[src/rtl/spram_arb_pkg.sv]
// Shared types and helpers for the single-port RAM round-robin arbiter.
package spram_arb_pkg;

  localparam int ADDR_W_DEF = 10;
  localparam int DATA_W_DEF = 32;
  localparam int MAX_IDX_W  = 3;

  function automatic int req_idx_w(input int num_req);
    return (num_req > 1) ? $clog2(num_req) : 1;
  endfunction

  typedef struct packed {
    logic                 valid;
    logic [MAX_IDX_W-1:0] idx;
  } rsp_tag_t;

endpackage

[src/rtl/spram_rr_arbiter_rr_grant.sv]
// Combinational round-robin grant with a registered priority pointer.
module rr_grant
  import spram_arb_pkg::*;
#(
  parameter int NUM_REQ = 4,
  parameter int IDX_W   = req_idx_w(NUM_REQ)
) (
  input  logic               clk,
  input  logic               reset,
  input  logic [NUM_REQ-1:0] req,
  output logic [NUM_REQ-1:0] grant,
  output logic [IDX_W-1:0]   grant_idx,
  output logic               grant_any
);

  logic [IDX_W-1:0] ptr_q, ptr_d;
  logic [IDX_W-1:0] cand_idx;
  int               cand;

  always_comb begin
    grant     = '0;
    grant_idx = '0;
    grant_any = 1'b0;
    cand      = 0;
    cand_idx  = '0;
    for (int k = 0; k < NUM_REQ; k++) begin
      cand = int'(ptr_q) + k;
      if (cand >= NUM_REQ) cand = cand - NUM_REQ;
      cand_idx = IDX_W'(cand);
      if (!grant_any && req[cand_idx]) begin
        grant_any       = 1'b1;
        grant[cand_idx] = 1'b1;
        grant_idx       = cand_idx;
      end
    end
  end

  always_comb begin
    ptr_d = ptr_q;
    if (grant_any) begin
      ptr_d = (grant_idx == IDX_W'(NUM_REQ - 1)) ? '0 : grant_idx + IDX_W'(1);
    end
  end

  always_ff @(posedge clk or posedge reset) begin
    if (reset) ptr_q <= '0;
    else       ptr_q <= ptr_d;
  end

endmodule

[src/rtl/spram_rr_arbiter.sv]
// Shares one single-port RAM between NUM_REQ valid/ready requesters, round-robin,
// with in-order read responses tagged by a one-hot rsp_valid.
module spram_rr_arbiter
  import spram_arb_pkg::*;
#(
  parameter int NUM_REQ = 4,
  parameter int ADDR_W  = ADDR_W_DEF,
  parameter int DATA_W  = DATA_W_DEF,
  parameter int RAM_LAT = 1
) (
  input  logic                      clk,
  input  logic                      reset,
  input  logic [NUM_REQ-1:0]        req_valid,
  output logic [NUM_REQ-1:0]        req_ready,
  input  logic [NUM_REQ-1:0]        req_wren,
  input  logic [NUM_REQ*ADDR_W-1:0] req_addr,
  input  logic [NUM_REQ*DATA_W-1:0] req_wdata,
  output logic [NUM_REQ-1:0]        rsp_valid,
  output logic [DATA_W-1:0]         rsp_rdata,
  output logic [ADDR_W-1:0]         ram_address,
  output logic                      ram_wren,
  output logic [DATA_W-1:0]         ram_data,
  input  logic [DATA_W-1:0]         ram_out
);

  localparam int IDX_W = req_idx_w(NUM_REQ);

  logic [NUM_REQ-1:0] grant;
  logic [IDX_W-1:0]   grant_idx;
  logic               grant_any;

  rr_grant #(
    .NUM_REQ (NUM_REQ),
    .IDX_W   (IDX_W)
  ) u_rr_grant (
    .clk       (clk),
    .reset     (reset),
    .req       (req_valid),
    .grant     (grant),
    .grant_idx (grant_idx),
    .grant_any (grant_any)
  );

  // Ready is forced low while reset is held so nothing looks accepted.
  assign req_ready = reset ? '0 : grant;

  logic [ADDR_W-1:0] ram_address_q, ram_address_d;
  logic [DATA_W-1:0] ram_data_q, ram_data_d;
  logic              ram_wren_q, ram_wren_d;

  always_comb begin
    ram_address_d = ram_address_q;
    ram_data_d    = ram_data_q;
    ram_wren_d    = 1'b0;
    if (grant_any) begin
      ram_address_d = req_addr[grant_idx*ADDR_W +: ADDR_W];
      ram_data_d    = req_wdata[grant_idx*DATA_W +: DATA_W];
      ram_wren_d    = req_wren[grant_idx];
    end
  end

  rsp_tag_t tag_q [RAM_LAT+1];
  rsp_tag_t tag_d [RAM_LAT+1];
  rsp_tag_t out_tag;

  always_comb begin
    tag_d[0].valid = grant_any & ~req_wren[grant_idx];
    tag_d[0].idx   = MAX_IDX_W'(grant_idx);
    for (int k = 1; k <= RAM_LAT; k++) begin
      tag_d[k] = tag_q[k-1];
    end
  end

  assign out_tag = tag_q[RAM_LAT];

  // Read data is taken from the RAM on the tag's valid cycle and held afterwards.
  logic [DATA_W-1:0] rdata_q, rdata_d;

  always_comb begin
    rdata_d   = out_tag.valid ? ram_out : rdata_q;
    rsp_rdata = rdata_d;
    rsp_valid = out_tag.valid ? (NUM_REQ'(1) << out_tag.idx) : '0;
  end

  always_ff @(posedge clk or posedge reset) begin
    if (reset) begin
      ram_address_q <= '0;
      ram_data_q    <= '0;
      ram_wren_q    <= 1'b0;
      rdata_q       <= '0;
      for (int k = 0; k <= RAM_LAT; k++) tag_q[k] <= '0;
    end else begin
      ram_address_q <= ram_address_d;
      ram_data_q    <= ram_data_d;
      ram_wren_q    <= ram_wren_d;
      rdata_q       <= rdata_d;
      for (int k = 0; k <= RAM_LAT; k++) tag_q[k] <= tag_d[k];
    end
  end

  assign ram_address = ram_address_q;
  assign ram_data    = ram_data_q;
  assign ram_wren    = ram_wren_q;

endmodule

[config.mk]
export PLATFORM = sky130hd
export DESIGN_NAME = spram_rr_arbiter
export DESIGN_NICKNAME = d
export VERILOG_FILES = /design/src/rtl/spram_arb_pkg.sv /design/src/rtl/spram_rr_arbiter_rr_grant.sv /design/src/rtl/spram_rr_arbiter.sv
export SDC_FILE = /design/constraint.sdc
export NUM_CORES = 1
export LEC_CHECK = 0
export CAP_MARGIN = 0
export CORE_MARGIN = 2
export CORE_UTILIZATION = 43
export DETAILED_ROUTE_END_ITERATION = 7
export PLACE_DENSITY_LB_ADDON = 0.3
export SLEW_MARGIN = 20
export SYNTH_ARGS = -nofsm -noshare
export SYNTH_HDL_FRONTEND = slang
export SYNTH_SLANG_ARGS = --single-unit
[constraint.sdc]
create_clock -name clk -period 4.5 [get_ports clk]
set_input_delay 0.9 -clock clk [delete_from_list [all_inputs] [get_ports clk]]
set_output_delay 0.9 -clock clk [all_outputs]
set_load 0.01 [all_outputs]
==> results.md, run 1 <==
CTS:
- The largest buffer count on any clock path is 2.
- The clock latency of the later-clocked register in the worst-skew pair is 0.34 ns.
- In this run the clock root is driven by a clkbuf_16.
- The clock tree from TritonCTS is yes.
- The number of sinks on the clock net is 83.
- The H-tree generated during clock tree synthesis spans 3 levels.
- TritonCTS created 9 clock buffers.
- The total of hold buffers inserted after clock tree synthesis is 0.
- The clock-pin slew of the registers on the worst-case setup and hold paths is around 0.07 ns.

STA:
- The final hold violation count is 0.
- Summed over all failing endpoints, the final setup total negative slack is 0 ns.
- The final clock period utilization by the worst path is 0.955.
- The worst clock skew is slightly above 0.008 ns.
- The minimum clock period after layout is 4.30 ns.
- The number of endpoints failing setup at the final stage is 0.
- Once routing completed, OpenROAD measured the worst setup slack at 0.202 ns.
- The number of slew-limit violations in the final report is 0.
- The highest clock rate is 233 MHz.
- Setup repair after global routing left no endpoint under its margin.
- The worst max-slew margin expressed relative to the limit is 0.335.
- For the pin with the worst max-slew slack, the measured transition is 0.996 ns.

Yosys:
- After synthesis, the largest family of logic cells by area is compound AO/OA/AOI/OAI gates.
- Yosys mapped the design onto 50 distinct sky130hd cell types.
- The mapped netlist covers 5530 sq um.
- The flip-flop and latch count after synthesis is 83.
- Of the post-synthesis cell area, the part taken by muxes is 0.165.
- The simple-gate share of the synthesized area is 0.0708.
- The number of nets produced by synthesis is around 790.
- The share of synthesized area occupied by flip-flops and latches is 0.376.
- The synthesized design contains 0 enable-type register cells.
- The average instance area after synthesis is 9.72 sq um.
- Of the total synthesized cell area, the portion taken by full adders, half adders and majority gates is 0.0181.
- The synthesized-area fraction occupied by ao, oa, aoi and oai cells is 0.307.
- The share of synthesized registers carrying an async set or reset is 1.00.
- The main flop type after synthesis is dfrtp_1.
- Of the total synthesized cell area, the portion taken by XOR and XNOR cells is 0.00158.
- The instance count of the mapped netlist is about 570.
- The yosys synthesis warning count is 0.

Global route:
- For this run, the total global-route usage over all layers was measured as 0.291.
- The number of global-route vias before repair came to 5,882.
- Entering global routing, the biggest net connects 57 pins.
- The first-pass GRT wire length is about 32 mm.
- The total grt overflow is 0.
- The initial antenna violation count came to 0.

Worst setup path:
- The worst setup path is captured at a primary output.
- The signal on the critical path passes through inv_1 -> ha_1 -> mux4_2 -> nor2_2 -> a22oi_1 -> or2_2 -> a31oi_1 -> clkdlybuf4s50_1.
- The data arrival time of the worst path is roughly 3.4 ns.
- The cell family contributing the most delay on the critical path is buffers and inverters.
- The slowest cell on the critical path is dfrtp_4.
- The startpoint type of the worst setup path is a register.
- The worst setup path is of the reg2out kind.
- The highest fanout seen on the critical path is 22.
- At the worst endpoint, the required time is 3.60 ns.
- The largest stage delay on the critical path is between 0.6 and 0.7 ns.
- Counting both buffers and inverters, the worst setup path holds a total of 2.

Route:
- The final antenna-violating net count is 0.
- The length of the first detailed-routing pass in iterations is 6.
- The routed length per instance is just over 20 microns.
- After detailed routing, the total wire length is 20.3 mm.
- After detailed routing, the number of vias per cell comes to 5.80.
- The DRC violation count after routing is 0.
- The total number of vias is 5,848.
- In this run, the number of DRC markers left after iteration 0 of detailed routing was 399.

Place:
- The number of input and output port buffers inserted is 292.
- Prior to clock tree synthesis, the placed netlist has a worst setup slack of 0.254 ns.
- Summed over all nets, the half-perimeter wirelength after detailed placement is around 15 mm.
- Routability-driven placement finished with a final weighted congestion of approximately 0.91.

Power and ir drop:
- The proportion of total power due to net switching is 0.439.
- The reported leakage power is 3.33 nW.
- VDD sags by at most 299 uV.
- The ratio of total power to cell area is 703 nW/um^2.
- The proportion of power drawn by combinational gates is 0.662.
- The sequential fraction of design power is 0.225.
- The switching power of the nets is around 0.0027 W.
- The internal portion of the total power is approximately 0.0035 W.
- The part of the total power dissipated in the clock network is 0.113.

Worst hold path:
- In this run the worst hold path is classified as reg2reg.

Cells and area:
- Compared with the post-synthesis result, the final layout area differs by 58.9%.
- In the final design database the tool counted between 1,000 and 1,500 nets.
- The total inserted antenna cells is 0.
- In the layout the commonest cells are clkdlybuf4s50_1 (292), o21ai_0 (82), dfrtp_1 (81).
- The final core utilization is 0.699.
- The most common library cell in the layout ignoring fill and taps is clkdlybuf4s50_1.
- Of the cells placed in the final design, the portion with a size suffix greater than 1 is 0.122.

Floorplan:
- The number of ports placed on the die boundary is just under 300.
- The die is between 100 and 150 microns tall.
- The total area inside the core boundary comes to 12,600 sq um.
- The die covers 13,800 sq um.
- The floorplan die width is between 100 and 150 microns.
- In this run the core area contains 41 standard-cell rows.
- The initial core utilization is 0.440.

Run:
- The number of maximum-capacitance violations is 0.

Outcome:
- The run finished with clean final reports.
per-layer routing:
layer	share of wire	GRT usage	up-vias
met1	0.39	0.346	2824
met5	0	0	-
met3	0.076	0.0647	37
met2	0.51	0.512	289
li1	-	-	2698
met4	0.025	0.111	0
cells by family (layout without fill, tap and decap cells):
group / Yosys count / in the layout
AOI/OAI and AO/OA: 242 / 242
and+or+nand+nor: 90 / 90
DFF: 83 / 83
muxes: 82 / 82
buffers and inverters: 63 / 331
adders and majority gates: 8 / 8
xor gates and xnor gates: 1 / 1
flip-flops by register name (all words and copies together), names as in the netlist:
| signal | cells |
|---|---|
| ram_data | 32 |
| rdata_q | 32 |
| ram_address | 10 |
| out_tag | 3 |
| tag_d | 3 |
| u_rr_grant.ptr_q | 2 |
| ram_wren | 1 |
per-stage QoR:
step | cell area [sq um] | hold WS (ns) | cells | power [W]
6_report | 8790 | 0.353 | 1009 | 0.00618
3_5_place_dp | 8510 | 0.342 | 993 | 0.00548
2_1_floorplan | 5530 | 0.331 | 569 | 0.00398
5_1_grt | 8790 | 0.363 | 1009 | 0.00658
3_3_place_gp | 8510 | 0.334 | 993 | 0.00533
4_1_cts | 8780 | 0.356 | 1009 | 0.00619
synthesized netlist by cell type, types with 2 or more instances:
cell type | n | area share
a21oi_1 | 44 | 0.040
a22oi_1 | 4 | 0.0054
a31oi_1 | 6 | 0.0068
buf_1 | 3 | 0.0020
buf_2 | 14 | 0.013
buf_4 | 4 | 0.0054
buf_6 | 10 | 0.020
clkbuf_1 | 25 | 0.017
dfrtp_1 | 83 | 0.38
ha_1 | 8 | 0.018
inv_1 | 6 | 0.0041
mux2_2 | 34 | 0.069
mux2i_1 | 44 | 0.080
mux4_2 | 3 | 0.012
nand2_1 | 59 | 0.040
nand2b_1 | 2 | 0.0023
nor2_1 | 12 | 0.0081
nor3b_1 | 2 | 0.0027
nor4_1 | 4 | 0.0045
o211ai_1 | 41 | 0.056
o21ai_0 | 82 | 0.074
o21ai_1 | 5 | 0.0045
o221ai_1 | 26 | 0.041
o221ai_2 | 17 | 0.046
o22a_1 | 2 | 0.0032
o22ai_1 | 2 | 0.0023
or2_2 | 4 | 0.0045
what timing repair did:
item / in CTS / in global routing
gates resized for setup: 0 / 1
endpoints found under the setup margin: 0 / 4
endpoints found under the hold margin: 0 / 0
setup buffers: 0 / 0
cell type report:
class | count | area, sq um
fillers | 944 | 3780
repair buffers | 308 | 3060
clock inverters | 6 | 47.5
inverters | 7 | 28.8
multi-input cells | 423 | 3130
well taps | 172 | 215
flip-flops and latches | 83 | 2080
clock buffers | 10 | 229
power by group through the flow:
stage,Combinational [W],Clock (W),Sequential (W)
global placement,0.00396,0,0.00137
global route,0.00441,0.000743,0.00143
finish,0.00409,0.000701,0.00139
detailed placement,0.00408,0,0.00139
floorplan,0.00258,0,0.00140
CTS,0.00409,0.000713,0.00139
worst paths after layout:
| path | end | start | slack [ns] | cells past startpoint |
|---|---|---|---|---|
| hold / removal | out_tag[3] | tag_d[3] | 0.35 | 0 |
| hold reg to reg | out_tag[3] | tag_d[3] | 0.35 | 0 |
| setup / recovery | req_ready[1] | u_rr_grant.ptr_q[0] | 0.20 | 8 |
| setup reg to reg | ram_wren | u_rr_grant.ptr_q[0] | 1.08 | 9 |
| min in group asynchronous | ram_data[31] | reset | 1.15 | 2 |
| max in group asynchronous | rdata_q[26] | reset | 2.62 | 3 |
Power figures use the tool's default switching activity.
==> run 2, diff against run 1 <==
--- a/config.mk
+++ b/config.mk
@@ -7,10 +7,11 @@
 export LEC_CHECK = 0
 export CAP_MARGIN = 0
 export CORE_MARGIN = 2
-export CORE_UTILIZATION = 43
+export CORE_UTILIZATION = 40
 export DETAILED_ROUTE_END_ITERATION = 7
 export PLACE_DENSITY_LB_ADDON = 0.3
 export SLEW_MARGIN = 20
 export SYNTH_ARGS = -nofsm -noshare
 export SYNTH_HDL_FRONTEND = slang
 export SYNTH_SLANG_ARGS = --single-unit
+export TNS_END_PERCENT = 1
==> run 2 against run 1 <==
Compared with the run above:
- cell count grew 0.99%
- maximum frequency down 0.56%
- register-to-register slack worse by 0.04 ns
- global-route usage fell by 0.70 points
- clock skew about the same
- largest power group unchanged
==> results.md, run 2 (synthesized netlist as in run 1, its figures left out) <==
Floorplan:
- The core region area is 13,300 sq um (was 12,600 sq um).
- The floorplan die width is 122 microns (was 117 microns).
- The number of rows in the core area is 42 (was 41).
- The vertical die dimension came to 122 microns (was 117 microns).
- The die outline area was 14,800 sq um (was 13,800 sq um).
- The number of ports placed on the die boundary is 293 (unchanged).
- The initial core utilization is 0.414 (was 0.440).

CTS:
- The clock latency of the later-clocked register in the worst-skew pair came to 0.35 ns (was 0.34 ns).
- The total of hold buffers inserted after clock tree synthesis is 0 (unchanged).
- The number of buffers inserted by post-CTS setup repair is 0 (unchanged).
- The number of H-tree levels is 3 (unchanged).
- The largest buffer count on any clock path came to 2 (unchanged).
- The number of sinks on the clock net is 83 (unchanged).
- The number of clock buffers inserted by TritonCTS was 9 (unchanged).
- The cell chosen for the clock root is clkbuf_16 (unchanged).
- The clock tree from TritonCTS is yes (unchanged).
- The clock-pin slew of the registers on the worst-case setup and hold paths is 0.06 ns (was 0.07 ns).

Worst setup path:
- The reg-to-reg startpoint was u_rr_grant.ptr_q[0] (unchanged).
- The kind of end point of the critical path is a primary output (unchanged).
- The worst-case reg-to-reg path depth is 9 (unchanged).
- The class of the most critical setup path is reg2out (unchanged).
- The capture instance of the worst register-to-register path is ram_data[31] (was ram_wren).
- The data arrival time of the worst path came to 3.42 ns (was 3.40 ns).
- The startpoint type of the worst setup path is a register (unchanged).
- The reg2reg setup slack came to 1.04 ns (was 1.08 ns).
- The highest fanout seen on the critical path is 16 (was 22).
- The required arrival time at the worst endpoint is 3.60 ns (about the same).

Route:
- The total number of vias is 6,029 (was 5,848).
- The DRC violation count after routing was 0 (unchanged).
- The length of the first detailed-routing pass in iterations is 6 (unchanged).
- The routed length per instance is 21.0 microns (was 20.1 microns).
- The initial detailed-routing violation count came to 397 (was 399).
- The final antenna-violating net count was 0 (unchanged).
- The mean number of vias per cell is 5.92 (was 5.80).
- The total detailed-routing wirelength is 21.4 mm (was 20.3 mm).

Global route:
- The global router's overall resource usage is 0.284 (was 0.291).
- The initial antenna violation count was 0 (unchanged).
- The number of global-route vias before repair came to 6,298 (was 5,882).
- The maximum number of pins on one net before global-route repair is 51 (was 57).
- The first-pass GRT wire length is 32.7 mm (was 32.0 mm).
- The total grt overflow came to 0 (unchanged).

Place:
- The number of input and output port buffers inserted is 292 (unchanged).
- The half-perimeter wire length of the detailed placement result was 15.5 mm (was 14.7 mm).
- The worst slack at placement came to 0.203 ns (was 0.254 ns).
- The final estimated routing congestion in global placement was 0.903 (was 0.910).
- The post-placement cell area was 8560 sq um (was 8510 sq um).

Outcome:
- Run status: completed (unchanged).

Cells and area:
- The cell area after layout is 8840 sq um (was 8790 sq um).
- The number of nets at the end of the flow was 1,056 (was 1,050).
- Most frequent cells in the layout: clkdlybuf4s50_1 (292), o21ai_0 (82), dfrtp_1 (81) (unchanged).
- The most common library cell in the layout ignoring fill and taps is clkdlybuf4s50_1 (unchanged).
- The total inserted antenna cells was 0 (unchanged).
- The final core utilization is 0.662 (was 0.699).
- The fraction of final layout cells sized beyond drive strength 1 is 0.129 (was 0.122).
- The area added between synthesis and finish is 59.9% (was 58.9%).

Worst hold path:
- The hold path startpoint was tag_d[1] (was tag_d[3]).
- The worst hold endpoint was out_tag[1] (was out_tag[3]).
- The type of the tightest min-delay check is reg2reg (unchanged).
- The worst hold path cell count came to 0 (unchanged).

STA:
- The slew at the pin closest to its max-slew limit came to 0.959 ns (was 0.996 ns).
- The final hold violation count was 0 (unchanged).
- Unrepaired setup endpoints after global routing: false (unchanged).
- The worst-case hold slack is 0.350 ns (was 0.353 ns).
- The minimum clock period after layout is 4.32 ns (was 4.30 ns).
- The number of endpoints failing setup at the final stage came to 0 (unchanged).
- The final clock period utilization by the worst path is 0.961 (was 0.955).
- The setup TNS is 0 ns (unchanged).
- The number of slew-limit violations in the final report is 0 (unchanged).
- The post-route worst setup slack came to 0.178 ns (was 0.202 ns).
- The worst clock skew was 0.00774 ns (was 0.00819 ns).
- The worst max-slew margin expressed relative to the limit is 0.359 (was 0.335).
- The highest clock rate is 231 MHz (was 233 MHz).

Power and ir drop:
- The worst supply voltage drop on vdd is 488 uV (was 299 uV).
- The ratio of total power to cell area came to 712 nW/um^2 (was 703 nW/um^2).
- The reported leakage power is 3.37 nW (was 3.33 nW).

Run:
- The number of maximum-capacitance violations is 0 (unchanged).
==> run 2: worst max-delay path by stage <==
stage               depth (start not counted)  slack, ns                 from            to
global route                                8       0.03  u_rr_grant.ptr_q[0]  req_ready[2]
CTS                                         8       0.07  u_rr_grant.ptr_q[1]  req_ready[0]
global placement                            7       0.36         req_valid[2]  req_ready[3]
detailed placement                          7       0.20         req_valid[2]  req_ready[0]
floorplan                                  10       1.03  u_rr_grant.ptr_q[0]  req_ready[0]
finish                                      8       0.18  u_rr_grant.ptr_q[0]  req_ready[0]
==> run 2: repair_timing <==
item                                   4_1_cts  5_1_grt
setup endpoints to repair                    0        4
resized for setup                            0        2
endpoints found under the hold margin        0        0
==> run 2: cell type report <==
type / count / area [sq um]
well taps: 176 / 220
inverters: 7 / 27.5
flip-flops and latches: 83 / 2080
multi-input cells: 423 / 3130
clock inverters: 7 / 52.6
fillers: 1070 / 4510
repair buffers: 314 / 3100
clock buffers: 9 / 225
==> run 2: routing by layer <==
metal / wire (microns) / vias to the layer above / global-route usage
met4: 405 / 0 / 0.0977
met1: 7980 / 2944 / 0.320
met5: 0 / - / 0
met3: 2000 / 32 / 0.0829
li1: - / 2712 / -
met2: 11000 / 341 / 0.512
==> run 2: metrics by stage <==
stage	instances	total power, W
2_1_floorplan	569	0.00398
5_1_grt	1019	0.00669
3_5_place_dp	1003	0.00558
6_report	1019	0.00629
3_3_place_gp	1003	0.00543
4_1_cts	1019	0.00630
==> run 2: power breakdown <==
group	internal (W)	leakage, nW	switching, W
Clock	0.000377	0.136	0.000327
Sequential	0.00116	0.978	0.000229
Combinational	0.00198	2.26	0.00222
Total	0.00351	3.37	0.00278
==> run 2: worst max-delay path: stages, from the launching register on <==
cell	delay [ns]
dfrtp_4	0.62
inv_1	0.21
ha_1	0.52
mux4_2	0.38
nor2_2	0.20
a22oi_1	0.10
or2_2	0.28
a31oi_1	0.19
clkdlybuf4s50_1	0.58
==> run 3, diff against run 2 <==
--- a/config.mk
+++ b/config.mk
@@ -6,12 +6,13 @@
 export NUM_CORES = 1
 export LEC_CHECK = 0
 export CAP_MARGIN = 0
-export CORE_MARGIN = 2
-export CORE_UTILIZATION = 40
+export CORE_AREA = 2 2 115 117
 export DETAILED_ROUTE_END_ITERATION = 7
+export DIE_AREA = 0 0 117 119
 export PLACE_DENSITY_LB_ADDON = 0.3
 export SLEW_MARGIN = 20
 export SYNTH_ARGS = -nofsm -noshare
 export SYNTH_HDL_FRONTEND = slang
+export SYNTH_HIERARCHICAL = 1
 export SYNTH_SLANG_ARGS = --single-unit
 export TNS_END_PERCENT = 1
==> run 3 against run 2 <==
Compared with the run above:
- synthesized area is 15% lower
- sequential cell count unchanged
- sequential power shrank 4%
- hold slack worse by 0.00054 ns
- register-to-register slack improved by 0.11 ns
- worst setup slack improved by 0.066 ns
==> results.md, run 3 <==
CTS:
- The number of clock buffers inserted by TritonCTS was 9 (unchanged).
- The number of sinks on the clock net is 83 (unchanged).
- The clock latency of the later-clocked register in the worst-skew pair is 0.33 ns (was 0.35 ns).
- The total of hold buffers inserted after clock tree synthesis came to 0 (unchanged).
- The number of buffers inserted by post-CTS setup repair is 0 (unchanged).
- The clock tree from TritonCTS is yes (unchanged).
- The cell chosen for the clock root is clkbuf_16 (unchanged).
- The number of H-tree levels came to 3 (unchanged).
- The largest buffer count on any clock path is 2 (unchanged).
- The clock-pin slew of the registers on the worst-case setup and hold paths is 0.06 ns (about the same).
- The number of instances resized during post-cts repair is 0 (unchanged).

STA:
- Unrepaired setup endpoints after global routing: false (unchanged).
- The final hold violation count is 0 (unchanged).
- The worst max-slew margin expressed relative to the limit is 0.553 (was 0.359).
- The minimum clock period after layout is 4.26 ns (was 4.32 ns).
- The slew at the pin closest to its max-slew limit is 0.670 ns (was 0.959 ns).
- The highest clock rate is 235 MHz (was 231 MHz).
- The number of endpoints failing setup at the final stage is 0 (unchanged).
- The worst clock skew is 0.00409 ns (was 0.00774 ns).
- The final clock period utilization by the worst path was 0.946 (was 0.961).
- The setup TNS is 0 ns (unchanged).
- The number of slew-limit violations in the final report is 0 (unchanged).

Route:
- The total detailed-routing wirelength was 15.1 mm (was 21.4 mm).
- The mean number of vias per cell is 5.00 (was 5.92).
- The final antenna-violating net count is 0 (unchanged).
- The length of the first detailed-routing pass in iterations was 5 (was 6).
- The initial detailed-routing violation count came to 200 (was 397).
- The routed length per instance is 17.8 microns (was 21.0 microns).
- The total number of vias is 4,243 (was 6,029).
- The DRC violation count after routing came to 0 (unchanged).

Worst setup path:
- The class of the most critical setup path is in2out (was reg2out).
- The required arrival time at the worst endpoint is 3.60 ns (about the same).
- The data arrival time of the worst path was 3.36 ns (was 3.42 ns).
- The worst-case reg-to-reg path depth is 9 (unchanged).
- The highest fanout seen on the critical path was 11 (was 16).
- The reg-to-reg startpoint is u_rr_grant/ptr_q[1] (was u_rr_grant.ptr_q[0]).
- The capture instance of the worst register-to-register path was ram_data[7] (was ram_data[31]).
- The reg2reg setup slack is 1.15 ns (was 1.04 ns).
- The kind of end point of the critical path is a primary output (unchanged).
- The startpoint type of the worst setup path was an input port (was register).

Yosys:
- The biggest area consumer among synthesized cells is dfrtp_1 (unchanged).
- The average instance area after synthesis is 12.3 sq um (was 9.72 sq um).
- The number of flops mapped to enable cells by yosys is 0 (unchanged).
- The area of the mapped netlist is 4710 sq um (was 5530 sq um).
- The yosys synthesis warning count came to 6 (was 0).
- The cell with the most instances after synthesis is mux2i_1 (was dfrtp_1).
- The share of synthesized area occupied by flip-flops and latches is 0.441 (was 0.376).
- The instance count of the mapped netlist is 382 (was 569).
- The portion of synthesized cell area occupied by the leading cell type is 0.441 (was 0.376).
- The main flop type after synthesis is dfrtp_1 (unchanged).
- The flip-flop and latch count after synthesis was 83 (unchanged).
- The number of distinct library cells after synthesis was 36 (was 50).
- The number of nets produced by synthesis came to 598 (was 787).
- Synth cell count leaders: mux2i_1 (86), dfrtp_1 (83), nand2b_1 (45) (was dfrtp_1 (83), o21ai_0 (82), nand2_1 (59)).
- The share of synthesized registers carrying an async set or reset was 1.00 (unchanged).
- Cells taking the most area after synthesis: dfrtp_1 (44%), mux2i_1 (18%), o221ai_1 (8.0%), mux2_1 (6.2%), nand2b_1 (6.0%) (was dfrtp_1 (38%), mux2i_1 (8.0%), o21ai_0 (7.4%), mux2_2 (6.9%), o211ai_1 (5.6%)).

Cells and area:
- The total inserted antenna cells was 0 (unchanged).
- The most common library cell in the layout ignoring fill and taps is clkdlybuf4s50_1 (unchanged).
- The count of fill cells added during filler insertion came to 1,049 (was 1,070).
- Most frequent cells in the layout: clkdlybuf4s50_1 (292), mux2i_1 (86), dfrtp_1 (83) (was clkdlybuf4s50_1 (292), o21ai_0 (82), dfrtp_1 (81)).
- The fraction of final layout cells sized beyond drive strength 1 came to 0.0714 (was 0.129).
- The number of nets at the end of the flow is 883 (was 1,056).
- The area added between synthesis and finish came to 71.5% (was 59.9%).

Place:
- The final estimated routing congestion in global placement is 0.766 (was 0.903).
- The half-perimeter wire length of the detailed placement result is 12.0 mm (was 15.5 mm).
- The number of input and output port buffers inserted is 292 (unchanged).

Floorplan:
- The initial core utilization is 0.366 (was 0.414).
- The number of rows in the core area is 42 (unchanged).
- The vertical die dimension came to 119 microns (was 122 microns).
- The die outline area is 13,900 sq um (was 14,800 sq um).
- The floorplan die width came to 117 microns (was 122 microns).
- The core region area was 12,900 sq um (was 13,300 sq um).
- The number of ports placed on the die boundary is 293 (unchanged).

Worst hold path:
- The type of the tightest min-delay check is reg2reg (unchanged).
- The worst hold path cell count was 0 (unchanged).
- The worst hold endpoint is out_tag[0] (was out_tag[1]).
- The hold path startpoint is tag_d[0] (was tag_d[1]).

Global route:
- The global router's overall resource usage is 0.213 (was 0.284).
- The total grt overflow came to 0 (unchanged).
- The first-pass GRT wire length is 22.8 mm (was 32.7 mm).
- The maximum number of pins on one net before global-route repair is 42 (was 51).
- The number of global-route vias before repair is 4,442 (was 6,298).
- The initial antenna violation count is 0 (unchanged).

Power and ir drop:
- The overall power consumption is 0.00577 W (was 0.00629 W).
- The reported leakage power is 3.28 nW (was 3.37 nW).
- The worst supply voltage drop on vdd came to 401 uV (was 488 uV).
- The ratio of total power to cell area was 714 nW/um^2 (was 712 nW/um^2).

Run:
- The number of maximum-capacitance violations is 0 (unchanged).

Outcome:
- Run status: completed (unchanged).
## run 3: where the power goes
| group | internal (W) | switching (W) | leakage [nW] |
|---|---|---|---|
| clock network | 0.000439 | 0.000319 | 0.145 |
| logic | 0.00194 | 0.00173 | 2.15 |
| registers | 0.00116 | 0.000184 | 0.985 |
| total | 0.00354 | 0.00223 | 3.28 |
## run 3: how the worst max path moves through the flow
stage | start | end | depth (start not counted)
after floorplan | register | req_ready[0] | 8
after global placement | req_valid[3] | req_ready[0] | 7
after detailed placement | req_valid[3] | req_ready[1] | 7
after CTS | req_valid[3] | req_ready[1] | 7
after global routing | req_valid[2] | req_ready[1] | 8
final | req_valid[2] | req_ready[1] | 7
## run 3: through the flow
stage	instance area [sq um]	hold WS [ns]	cells	util	setup WS (ns)
6_report	8080	0.349	848	0.628	0.244
3_3_place_gp	7770	0.334	832	0.604	0.345
3_5_place_dp	7770	0.337	832	0.604	0.232
5_1_grt	8080	0.360	848	0.628	0.0849
4_1_cts	8080	0.352	848	0.628	0.233
2_1_floorplan	4710	0.331	382	-	1.22
## run 3: cell type report
| class | count | area [sq um] | area share |
|---|---|---|---|
| Clock buffer | 9 | 225 | 0.0279 |
| Clock inverter | 7 | 82.6 | 0.0102 |
| Inverter | 4 | 16.3 | 0.00201 |
| Multi-Input combinational cell | 265 | 2410 | 0.298 |
| Sequential cell | 83 | 2080 | 0.257 |
| Tap cell | 176 | 220 | 0.0273 |
| Timing Repair Buffer | 304 | 3050 | 0.378 |
## run 3: worst max-delay path, stage by stage
cell and delay (ns):
clkdlybuf4s50_1 0.52, mux4_2 0.61, nor3_2 0.24, and2_1 0.23, a221o_1 0.16, nor2b_1 0.13
clkdlybuf4s50_1 0.56
## run 3: kinds of logic (layout without fill, tap and decap cells)
kind of cell / count (synthesis) / count (layout) / share of synthesized area
compound gates: 59 / 59 / 0.110
simple gates: 76 / 76 / 0.0975
flops: 83 / 83 / 0.441
buf+inv: 34 / 324 / 0.0502
mux: 123 / 123 / 0.283
xor+xnor: 1 / 1 / 0.00186
fa+ha+maj: 6 / 6 / 0.0159
## run 3: layer usage
metal / GRT usage / share of wire / vias up
met3: 0.0641 / 0.076 / 21
li1: - / - / 2005
met1: 0.238 / 0.37 / 2052
met2: 0.383 / 0.53 / 165
met5: 0 / 0 / -
met4: 0.0632 / 0.022 / 0
